### config.mk
export PLATFORM = sky130hd
export DESIGN_NAME = multicycle_ctrl
export DESIGN_NICKNAME = d
export VERILOG_FILES = /design/src/rtl/multicycle_ctrl.sv
export SDC_FILE = /design/constraint.sdc
export NUM_CORES = 1
export LEC_CHECK = 0
export BUFFER_PORTS_ARGS = -buffer_cell sky130_fd_sc_hd__buf_2
export CORE_UTILIZATION = 30
export CTS_CLUSTER_SIZE = 25
export DETAILED_ROUTE_END_ITERATION = 6
export MAX_ROUTING_LAYER = met4
export SLEW_MARGIN = 10
export SYNTH_ARGS = -nofsm -noshare
export SYNTH_HDL_FRONTEND = slang
export SYNTH_SLANG_ARGS = --single-unit
### constraint.sdc
create_clock -name clk -period 4.8 [get_ports clk]
set_input_delay 0.24 -clock clk [delete_from_list [all_inputs] [get_ports clk]]
set_output_delay 0.24 -clock clk [all_outputs]
set_load 0.005 [all_outputs]
### src/rtl/multicycle_ctrl.sv
// ============================================================================
// Module   : multicycle_ctrl
// Summary  : Multicycle MIPS-subset control FSM with bus timeout and trap.
// Revision : 1.0
// ============================================================================
`default_nettype none

module multicycle_ctrl #(
    parameter int MEM_TIMEOUT = 16
) (
    input  logic       clk,
    input  logic       rst,
    input  logic [5:0] op,
    input  logic [5:0] funct,
    input  logic       zero,
    input  logic       mem_ready,
    output logic       pc_we,
    output logic       ir_we,
    output logic       reg_we,
    output logic       mem_re,
    output logic       mem_we,
    output logic       iord,
    output logic       reg_dst,
    output logic       mem_to_reg,
    output logic       alu_src_a,
    output logic [1:0] alu_src_b,
    output logic [1:0] ext_sel,
    output logic [2:0] alu_ctrl,
    output logic [1:0] pc_src,
    output logic [3:0] state,
    output logic       instr_done,
    output logic       trap,
    output logic [1:0] trap_cause
);

    localparam int WAIT_W = (MEM_TIMEOUT > 2) ? $clog2(MEM_TIMEOUT) : 1;
    localparam logic [WAIT_W-1:0] C_WAIT_LAST = WAIT_W'(MEM_TIMEOUT - 1);

    localparam logic [5:0] C_OP_RTYPE = 6'b000000;
    localparam logic [5:0] C_OP_LW    = 6'b100011;
    localparam logic [5:0] C_OP_SW    = 6'b101011;
    localparam logic [5:0] C_OP_BEQ   = 6'b000100;
    localparam logic [5:0] C_OP_BNE   = 6'b000101;
    localparam logic [5:0] C_OP_ADDI  = 6'b001000;
    localparam logic [5:0] C_OP_ANDI  = 6'b001100;
    localparam logic [5:0] C_OP_ORI   = 6'b001101;
    localparam logic [5:0] C_OP_LUI   = 6'b001111;
    localparam logic [5:0] C_OP_J     = 6'b000010;

    localparam logic [2:0] C_ALU_AND = 3'b000;
    localparam logic [2:0] C_ALU_OR  = 3'b001;
    localparam logic [2:0] C_ALU_ADD = 3'b010;
    localparam logic [2:0] C_ALU_SUB = 3'b110;
    localparam logic [2:0] C_ALU_SLT = 3'b111;

    localparam logic [1:0] C_CAUSE_ILLEGAL = 2'b01;
    localparam logic [1:0] C_CAUSE_TIMEOUT = 2'b10;

    typedef enum logic [3:0] {
        S_FETCH    = 4'd0,
        S_DECODE   = 4'd1,
        S_MEM_ADDR = 4'd2,
        S_MEM_RD   = 4'd3,
        S_MEM_WB   = 4'd4,
        S_MEM_WR   = 4'd5,
        S_R_EX     = 4'd6,
        S_R_WB     = 4'd7,
        S_BRANCH   = 4'd8,
        S_I_EX     = 4'd9,
        S_I_WB     = 4'd10,
        S_JUMP     = 4'd11,
        S_TRAP     = 4'd12
    } state_t;

    state_t            r_state;
    state_t            w_next;
    logic [WAIT_W-1:0] r_wait;
    logic              r_trap;
    logic [1:0]        r_cause;
    logic [1:0]        w_cause;
    logic              w_timeout;
    logic              w_funct_ok;
    logic              w_in_wait;

    assign w_timeout  = !mem_ready && (r_wait == C_WAIT_LAST);
    assign w_in_wait  = (r_state == S_FETCH) || (r_state == S_MEM_RD) || (r_state == S_MEM_WR);
    assign w_funct_ok = (funct == 6'b100000) || (funct == 6'b100010) || (funct == 6'b100100) ||
                        (funct == 6'b100101) || (funct == 6'b101010);

    always_comb begin
        w_next  = r_state;
        w_cause = C_CAUSE_ILLEGAL;
        case (r_state)
            S_FETCH: begin
                if (mem_ready) begin
                    w_next = S_DECODE;
                end else if (w_timeout) begin
                    w_next  = S_TRAP;
                    w_cause = C_CAUSE_TIMEOUT;
                end
            end
            S_DECODE: begin
                case (op)
                    C_OP_RTYPE:                           w_next = S_R_EX;
                    C_OP_LW, C_OP_SW:                     w_next = S_MEM_ADDR;
                    C_OP_BEQ, C_OP_BNE:                   w_next = S_BRANCH;
                    C_OP_ADDI, C_OP_ANDI, C_OP_ORI, C_OP_LUI: w_next = S_I_EX;
                    C_OP_J:                               w_next = S_JUMP;
                    default:                              w_next = S_TRAP;
                endcase
            end
            S_MEM_ADDR: w_next = (op == C_OP_LW) ? S_MEM_RD : S_MEM_WR;
            S_MEM_RD: begin
                if (mem_ready) begin
                    w_next = S_MEM_WB;
                end else if (w_timeout) begin
                    w_next  = S_TRAP;
                    w_cause = C_CAUSE_TIMEOUT;
                end
            end
            S_MEM_WR: begin
                if (mem_ready) begin
                    w_next = S_FETCH;
                end else if (w_timeout) begin
                    w_next  = S_TRAP;
                    w_cause = C_CAUSE_TIMEOUT;
                end
            end
            S_R_EX:   w_next = w_funct_ok ? S_R_WB : S_TRAP;
            S_I_EX:   w_next = S_I_WB;
            S_MEM_WB, S_R_WB, S_I_WB, S_BRANCH, S_JUMP: w_next = S_FETCH;
            S_TRAP:   w_next = S_TRAP;
            default:  w_next = S_TRAP;
        endcase
    end

    // Wait counter restarts on every state change, so each access gets a fresh budget.
    always_ff @(posedge clk or posedge rst) begin
        if (rst) begin
            r_state <= S_FETCH;
            r_wait  <= '0;
            r_trap  <= 1'b0;
            r_cause <= 2'b00;
        end else begin
            r_state <= w_next;
            if (w_next != r_state) begin
                r_wait <= '0;
            end else if (w_in_wait && !mem_ready) begin
                r_wait <= r_wait + WAIT_W'(1);
            end
            if (w_next == S_TRAP && r_state != S_TRAP) begin
                r_trap  <= 1'b1;
                r_cause <= w_cause;
            end
        end
    end

    assign state      = r_state;
    assign trap       = r_trap;
    assign trap_cause = r_cause;

    // Decoded from state and live handshake inputs; rst masks everything at once.
    always_comb begin
        pc_we      = 1'b0;
        ir_we      = 1'b0;
        reg_we     = 1'b0;
        mem_re     = 1'b0;
        mem_we     = 1'b0;
        iord       = 1'b0;
        reg_dst    = 1'b0;
        mem_to_reg = 1'b0;
        alu_src_a  = 1'b0;
        alu_src_b  = 2'b00;
        ext_sel    = 2'b00;
        alu_ctrl   = 3'b000;
        pc_src     = 2'b00;
        instr_done = 1'b0;
        if (!rst) begin
            case (r_state)
                S_FETCH: begin
                    mem_re    = 1'b1;
                    alu_src_b = 2'b01;
                    alu_ctrl  = C_ALU_ADD;
                    ir_we     = mem_ready;
                    pc_we     = mem_ready;
                end
                S_DECODE: begin
                    alu_src_b = 2'b11;
                    alu_ctrl  = C_ALU_ADD;
                end
                S_MEM_ADDR: begin
                    alu_src_a = 1'b1;
                    alu_src_b = 2'b10;
                    alu_ctrl  = C_ALU_ADD;
                end
                S_MEM_RD: begin
                    iord   = 1'b1;
                    mem_re = 1'b1;
                end
                S_MEM_WB: begin
                    mem_to_reg = 1'b1;
                    reg_we     = 1'b1;
                    instr_done = 1'b1;
                end
                S_MEM_WR: begin
                    iord       = 1'b1;
                    mem_we     = !w_timeout;
                    instr_done = mem_ready;
                end
                S_R_EX: begin
                    alu_src_a = 1'b1;
                    case (funct)
                        6'b100000: alu_ctrl = C_ALU_ADD;
                        6'b100010: alu_ctrl = C_ALU_SUB;
                        6'b100100: alu_ctrl = C_ALU_AND;
                        6'b100101: alu_ctrl = C_ALU_OR;
                        6'b101010: alu_ctrl = C_ALU_SLT;
                        default:   alu_ctrl = 3'b000;
                    endcase
                end
                S_R_WB: begin
                    reg_dst    = 1'b1;
                    reg_we     = 1'b1;
                    instr_done = 1'b1;
                end
                S_BRANCH: begin
                    alu_src_a  = 1'b1;
                    alu_ctrl   = C_ALU_SUB;
                    pc_src     = 2'b01;
                    instr_done = 1'b1;
                    pc_we      = (op == C_OP_BNE) ? !zero : zero;
                end
                S_I_EX: begin
                    alu_src_a = 1'b1;
                    alu_src_b = 2'b10;
                    case (op)
                        C_OP_ANDI: begin ext_sel = 2'b01; alu_ctrl = C_ALU_AND; end
                        C_OP_ORI:  begin ext_sel = 2'b01; alu_ctrl = C_ALU_OR;  end
                        C_OP_LUI:  begin ext_sel = 2'b10; alu_ctrl = C_ALU_OR;  end
                        default:   begin ext_sel = 2'b00; alu_ctrl = C_ALU_ADD; end
                    endcase
                end
                S_I_WB: begin
                    reg_we     = 1'b1;
                    instr_done = 1'b1;
                end
                S_JUMP: begin
                    pc_src     = 2'b10;
                    pc_we      = 1'b1;
                    instr_done = 1'b1;
                end
                default: ;
            endcase
        end
    end

endmodule

`default_nettype wire

==> metrics.log, run 1 <==
INFO  metric hold_viol = 0
INFO  metric io_buffers = 41
INFO  metric finalWorstPathRequiredPeriod = 2.80 ns
INFO  metric n_antenna_cell = 0
INFO  metric synth_most_common_cell = nand2_1
INFO  metric critPathArrivalTime = 2.90 ns
INFO  metric routed_vias = 1621
INFO  metric seq_area_frac_synth = 0.193
INFO  metric drcViolationCount = 3
INFO  metric timing.critical_path.required = 4.90 ns
INFO  metric netlist_top_cells_count = nand2_1 (21), nor2_1 (19), o21ai_0 (12)
INFO  metric placedCellCount = 273
INFO  metric grt_pass1_vias = 1406
INFO  metric top_level_ports = 42
INFO  metric maximum_clock_path_buffer_count = 2
INFO  metric synth-async-reset-ratio = 1.00
INFO  metric floorplan.initialDensity = 0.319
INFO  metric finalWorstSetupSlack = 2.00 ns
INFO  metric reg2regPathDepth = 6
INFO  metric finalSetupViolCount = 0
INFO  metric grt_start_max_net_pins = 25
INFO  metric timing_worst_slew_pin_value = 0.741 ns
INFO  metric status = finished with violations
INFO  metric postCtsSetupBuffers = 0
INFO  metric post-route-period-util = 0.583
INFO  metric ctsResizeCount = 0
INFO  metric tritoncts = done
INFO  metric dp_hpwl = 3010 um
INFO  metric met2_usage = 0.238
INFO  metric drv.max_cap_violation_count = 0
INFO  metric worst-path-max-fanout = 22
INFO  metric grt_antenna_before_repair = 0
INFO  metric cts_hold_repair.buffers = 0
INFO  metric total_of_flip_flops_plus_latches_after_synthesis = 11
INFO  metric rsz0062_at_grt = false
INFO  metric synth_enable_flop_cells = 0
INFO  metric timing.slew.headroom = 0.506
INFO  metric synth.top_cells.by_area = dfrtp_1 (19%), nand2_1 (5.5%), nor2_1 (5.0%), o21ai_0 (4.2%), buf_6 (3.9%)
INFO  metric layoutNonFillerInstCount = 277
INFO  metric worst_setup_path_end_kind = flip-flop
INFO  metric synth_flop_cell = dfrtp_1
INFO  metric dpl_cell_area = 1590 um2
INFO  metric synth.net_count = 215
INFO  metric p_seq_frac = 0.432
INFO  metric yosys.area_share.xor_xnor = 0.0368
INFO  metric synth_top_family_by_area = simple AND/OR/NAND/NOR gates
INFO  metric grt_pass1_wl = 6790 um
INFO  metric cts-buffers-inserted = 3
INFO  metric critical_path_class = reg2reg
INFO  metric final_antenna_net_count = 0
INFO  metric num_rows = 24
INFO  metric routability_congestion_estimate_from_global_placement = 0.859
INFO  metric yosysTopAreaCell = dfrtp_1
INFO  metric flow.area_growth_from_synthesis = 14.2%
INFO  metric chipHeight = 71.0 um
INFO  metric grt_busiest_layer = met1
INFO  metric yosys-mux-area-fraction = 0.0149
INFO  metric cell_internal_pwr = 162 uW
INFO  metric fin_worst_skew = 0.000429 ns
INFO  metric clk_transition_reported_paths = 0.05 ns
INFO  metric fraction_of_the_mapped_netlist_area_in_compound_gates = 0.285
INFO  metric final_core_utilization = 0.365
INFO  metric max_freq = 357 MHz
INFO  metric arithmetic_cell_share_of_the_synthesized_area_counting_full_adders_half_adders_and_majority_gates = 0.00876
INFO  metric die_w = 71.0 um
INFO  metric post_dr_wirelength_cell = 14.8 um
INFO  metric first_iter_violations = 84
INFO  metric drtPass1Iterations = 6
INFO  metric cellPowerDensity = 132 nW/um2
INFO  metric global_route_met1_utilization = 0.254
INFO  metric finalNetCount = 243
INFO  metric worst_ir_drop_vdd = 0.0736 mV
INFO  metric die-area = 5040 um2
INFO  metric synthDominantCellAreaShare = 0.193
INFO  metric cts.root.buffer_cell = clkbuf_8
INFO  metric worstSkewPairLatency = 0.23 ns
INFO  metric route.detailed.vias_per_inst = 5.85
INFO  metric timing.critical_path.from_type = flip-flop
INFO  metric drive_above_1_share = 0.244
INFO  metric power_switching = 53.0 uW
INFO  metric hold_path_class = in2async
INFO  metric part_of_the_power_in_combinational_logic = 0.143
INFO  metric syn_std_cell_area = 1430 um2
INFO  metric cts-htree-levels = 1
INFO  metric global_route.usage.total = 0.169
INFO  metric pwr-share-clk = 0.425
INFO  metric placement.setup.worst_slack = 2.02 ns
INFO  metric fp.coreArea = 4470 um2
INFO  metric clock_sink_count = 11
INFO  metric netSwitchingFraction = 0.247
INFO  metric grt_overflow = 0
INFO  metric postRouteWirelength = 4100 um
INFO  metric finalSetupTns = 0 ns
INFO  metric avgSynthCellArea = 7.22 um2
INFO  metric yosysWarnings = 0
INFO  metric failed_checks = design-rule violations
INFO  metric timing.final.max_slew_violations = 0
INFO  metric power.leakage = 0.658 nW
INFO  metric grtUsageMet3 = 0.0256
INFO  metric synthSimpleGateAreaFrac = 0.364
INFO  metric final_design_area_no_fill = 1630 um2
INFO  metric synth_cells = 198
INFO  metric ys_types = 65
metrics by stage:
step / hold slack (ns) / total power [mW]
after floorplan: 0.134 / 0.115
after global placement: 0.444 / 0.125
after detailed placement: 0.447 / 0.125
after CTS: 0.199 / 0.217
after global routing: 0.240 / 0.226
final: 0.187 / 0.215
layer usage:
layer,up-vias,share of wire
li1,804,-
met1,745,0.48
met2,70,0.44
met3,2,0.078
met4,0,0.0037
met5,-,0
state kept, by name, summed over array words and instances, names as in the netlist:
name / flops
trap_cause: 2
trap: 1
r_wait: 4
state: 4
cell usage in the layout (no fill, tap or decap), types with 2 or more instances in the layout:
master and count:
o21a_1 2, nand3_1 7, a32oi_1 2, and3_2 2, nor4_1 6, inv_1 5
o2111ai_1 3, buf_2 41, nor3b_1 2, nor2b_1 6, or2_2 2, a31oi_1 3
nand4_1 5, nand2_1 21, a21oi_1 7, clkbuf_8 3, nor2_1 19, nor3_1 11
xnor2_1 3, o22ai_1 2, xor2_1 3, a211oi_1 2, nand2b_1 2, a22oi_1 2
and3_1 4, dfrtp_1 11, o31ai_1 2, o21ai_0 12
logic make-up after synthesis:
group,count (synthesis)
compound gates,55
fa+ha+maj,1
mux,2
simple gates,98
flops,11
xor+xnor,6
buf+inv,25
power groups by stage:
stage                     clock network [mW]  logic (mW)  registers (mW)
after floorplan                            0      0.0205          0.0944
after global placement                     0      0.0301          0.0944
after detailed placement                   0      0.0305          0.0944
after CTS                             0.0940      0.0306          0.0929
after global routing                  0.0984      0.0347          0.0928
final                                 0.0915      0.0307          0.0929
worst max-delay path, cell delays in order, from the launching register on:
cell       delay [ns]
dfrtp_1          0.74
nor2b_1          0.60
nand2_1          0.23
a2111oi_0        0.49
nor2_1           0.14
a31oi_1          0.36
nor3_1           0.10
cell type report:
class,count,area [um2]
inverters,7,26.3
fillers,476,2840
multi-input cells,162,1010
clock buffers,4,45.0
flip-flops and latches,11,275
well taps,52,65.1
repair buffers,41,205
path summary, 6_finish.rpt:
kind	start	end	slack, ns
hold / removal	rst	state[1]	0.19
hold reg to reg	trap	trap	0.45
setup / recovery	state[0]	r_wait[1]	2.00
min in group clk	trap	trap	0.45
setup reg to reg	state[0]	r_wait[1]	2.00
max in group asynchronous	rst	trap_cause[1]	4.21
No activity file was read; power rests on OpenSTA's default activity.
==> run 2: changes to the inputs <==
==> constraint.sdc (replaced) <==
create_clock -name clk -period 2.6 [get_ports clk]
set_input_delay 0.13 -clock clk [delete_from_list [all_inputs] [get_ports clk]]
set_output_delay 0.13 -clock clk [all_outputs]
set_load 0.005 [all_outputs]
==> run 2 against run 1 <==
Effect of this change:
- the run now ends clean
- via count is 1.5% higher
- critical endpoint unchanged
- first-iteration DRC count up 1.2%
- count of clock-buffer cells in the layout did not move
- sequential power rose by 84%
- die area unchanged
- largest cell class unchanged
==> metrics.log, run 2 (same netlist as run 1, synthesis figures left out) <==
INFO  metric finalSetupViolCount = 0
INFO  metric fin_worst_skew = 0.00519 ns
INFO  metric layoutNonFillerInstCount = 285
INFO  metric final_antenna_net_count = 0
INFO  metric worst_setup_path_end_kind = flip-flop
INFO  metric chipHeight = 71.0 um
INFO  metric post_dr_wirelength_cell = 15.1 um
INFO  metric status = finished clean
INFO  metric grt_overflow = 0
INFO  metric crit-reg2reg-capture = r_wait[1]
INFO  metric die_w = 71.0 um
INFO  metric finalNetCount = 251
INFO  metric worstSkewPairLatency = 0.24 ns
INFO  metric timing.slew.headroom = 0.606
INFO  metric global_route.usage.total = 0.179
INFO  metric timing.critical_path.from_type = flip-flop
INFO  metric timing_worst_slew_pin_value = 0.590 ns
INFO  metric grt_antenna_before_repair = 0
INFO  metric postRouteWirelength = 4320 um
INFO  metric multiInputGateArea = 1020 um2
INFO  metric rsz0062_at_grt = false
INFO  metric final.fill_count = 487
INFO  metric clk_transition_reported_paths = 0.05 ns
INFO  metric worst_r2r_startpoint = state[2]
INFO  metric register_to_register_setup_slack = 0.41 ns
INFO  metric drtPass1Iterations = 6
INFO  metric num_rows = 24
INFO  metric tritoncts = done
INFO  metric critical_path.slowest_cell = dfrtp_1
INFO  metric maximum_clock_path_buffer_count = 2
INFO  metric cts.root.buffer_cell = clkbuf_8
INFO  metric total_power = 403 uW
INFO  metric final_cell_mix = buf_2 (41), nand2_1 (21), nor2_1 (19)
INFO  metric worst-path-max-fanout = 15
INFO  metric finalWorstPathRequiredPeriod = 2.19 ns
INFO  metric fp.coreArea = 4470 um2
INFO  metric hold_path_class = in2async
INFO  metric placement.setup.worst_slack = 0.342 ns
INFO  metric routability_congestion_estimate_from_global_placement = 0.903
INFO  metric reg2regPathDepth = 7
INFO  metric finalWorstSetupSlack = 0.413 ns
INFO  metric dpl_cell_area = 1650 um2
INFO  metric max_freq = 457 MHz
INFO  metric worst_ir_drop_vdd = 0.117 mV
INFO  metric clock_sink_count = 11
INFO  metric drive_above_1_share = 0.270
INFO  metric grt_start_max_net_pins = 22
INFO  metric n_antenna_cell = 0
INFO  metric cts_hold_repair.buffers = 0
INFO  metric cellPowerDensity = 238 nW/um2
INFO  metric final_design_area_no_fill = 1690 um2
INFO  metric post-route-period-util = 0.841
INFO  metric io_buffers = 41
INFO  metric routed_vias = 1645
INFO  metric drv.max_cap_violation_count = 0
INFO  metric cells_traversed_along_the_worst_timing_path = buf_4 > nor2_1 > nand2_1 > a2111oi_1 > nor2_1 > a31oi_1 > nor3_1
INFO  metric timing.final.max_slew_violations = 0
INFO  metric postCtsSetupBuffers = 0
INFO  metric grt_pass1_wl = 7000 um
INFO  metric cts-buffers-inserted = 3
INFO  metric die-area = 5040 um2
INFO  metric cts-htree-levels = 1
INFO  metric critical_path_class = reg2reg
INFO  metric first_iter_violations = 85
INFO  metric register_area = 275 um2
INFO  metric drcViolationCount = 0
INFO  metric critPathArrivalTime = 2.30 ns
INFO  metric route.detailed.vias_per_inst = 5.77
INFO  metric top_level_ports = 42
INFO  metric dp_hpwl = 3230 um
INFO  metric floorplan.initialDensity = 0.319
INFO  metric layout_commonest_cell = buf_2
INFO  metric finalSetupTns = 0 ns
INFO  metric power.leakage = 0.698 nW
INFO  metric hold_viol = 0
INFO  metric worst_path_most_repeated_cell = nor2_1
INFO  metric timing.critical_path.required = 2.71 ns
INFO  metric critical-path-max-stage-delay = 0.42 ns
INFO  metric placedCellCount = 281
INFO  metric flow.area_growth_from_synthesis = 18.5%
INFO  metric grt_pass1_vias = 1401
[run 2: cell count changes in the layout (fill, tap and decap cells not counted), sizes merged]
cell and delta:
buf +8
[run 2: worst max path at each step]
stage	start	to	slack [ns]	cells past startpoint
floorplan	state[3]	r_wait[0]	0.65	6
detailed placement	state[2]	r_wait[1]	0.34	7
global route	state[2]	r_wait[0]	0.12	7
global placement	state[1]	r_wait[0]	0.47	6
finish	state[2]	r_wait[1]	0.41	7
CTS	state[2]	r_wait[1]	0.33	7
[run 2: area by class of cell]
cell class | count | area share
Timing Repair Buffer | 49 | 0.157
Tap cell | 52 | 0.0384
Inverter | 7 | 0.0155
Multi-Input combinational cell | 162 | 0.600
Clock buffer | 4 | 0.0266
Sequential cell | 11 | 0.163
[run 2: stage by stage]
stage / hold slack, ns / utilization
6_report: 0.0537 / 0.378
4_1_cts: 0.0663 / 0.378
2_1_floorplan: 0.0244 / -
3_3_place_gp: 0.329 / 0.368
5_1_grt: 0.101 / 0.378
3_5_place_dp: 0.329 / 0.368
[run 2: worst max-delay path: cells and delay by family, from the launching register on]
| family | cells | cell delay [ns] |
|---|---|---|
| buffers and inverters | 1 | 0.21 |
| and+or+nand+nor | 4 | 0.65 |
| AOI/OAI and AO/OA | 2 | 0.77 |
| DFF | 1 | 0.42 |
[run 2: per-layer routing]
| layer | global-route usage | up-vias | part of all wire |
|---|---|---|---|
| met1 | 0.266 | 761 | 0.49 |
| met2 | 0.261 | 58 | 0.44 |
| met3 | 0.00712 | 7 | 0.049 |
| met4 | 0.0578 | 0 | 0.015 |
| met5 | - | - | 0 |
| li1 | - | 819 | - |
[run 2: power by group]
| part | switching [mW] | internal [mW] | total, mW |
|---|---|---|---|
| Sequential | 0 | 0.171 | 0.171 |
| Clock | 0.0675 | 0.108 | 0.175 |
| Combinational | 0.0363 | 0.0201 | 0.0564 |
| Total | 0.104 | 0.300 | 0.403 |
[run 2: timing repair]
action | in CTS | in global routing
endpoints found under the setup margin | 0 | 1
hold endpoints to repair | 0 | 0
gates resized for setup | 0 | 1
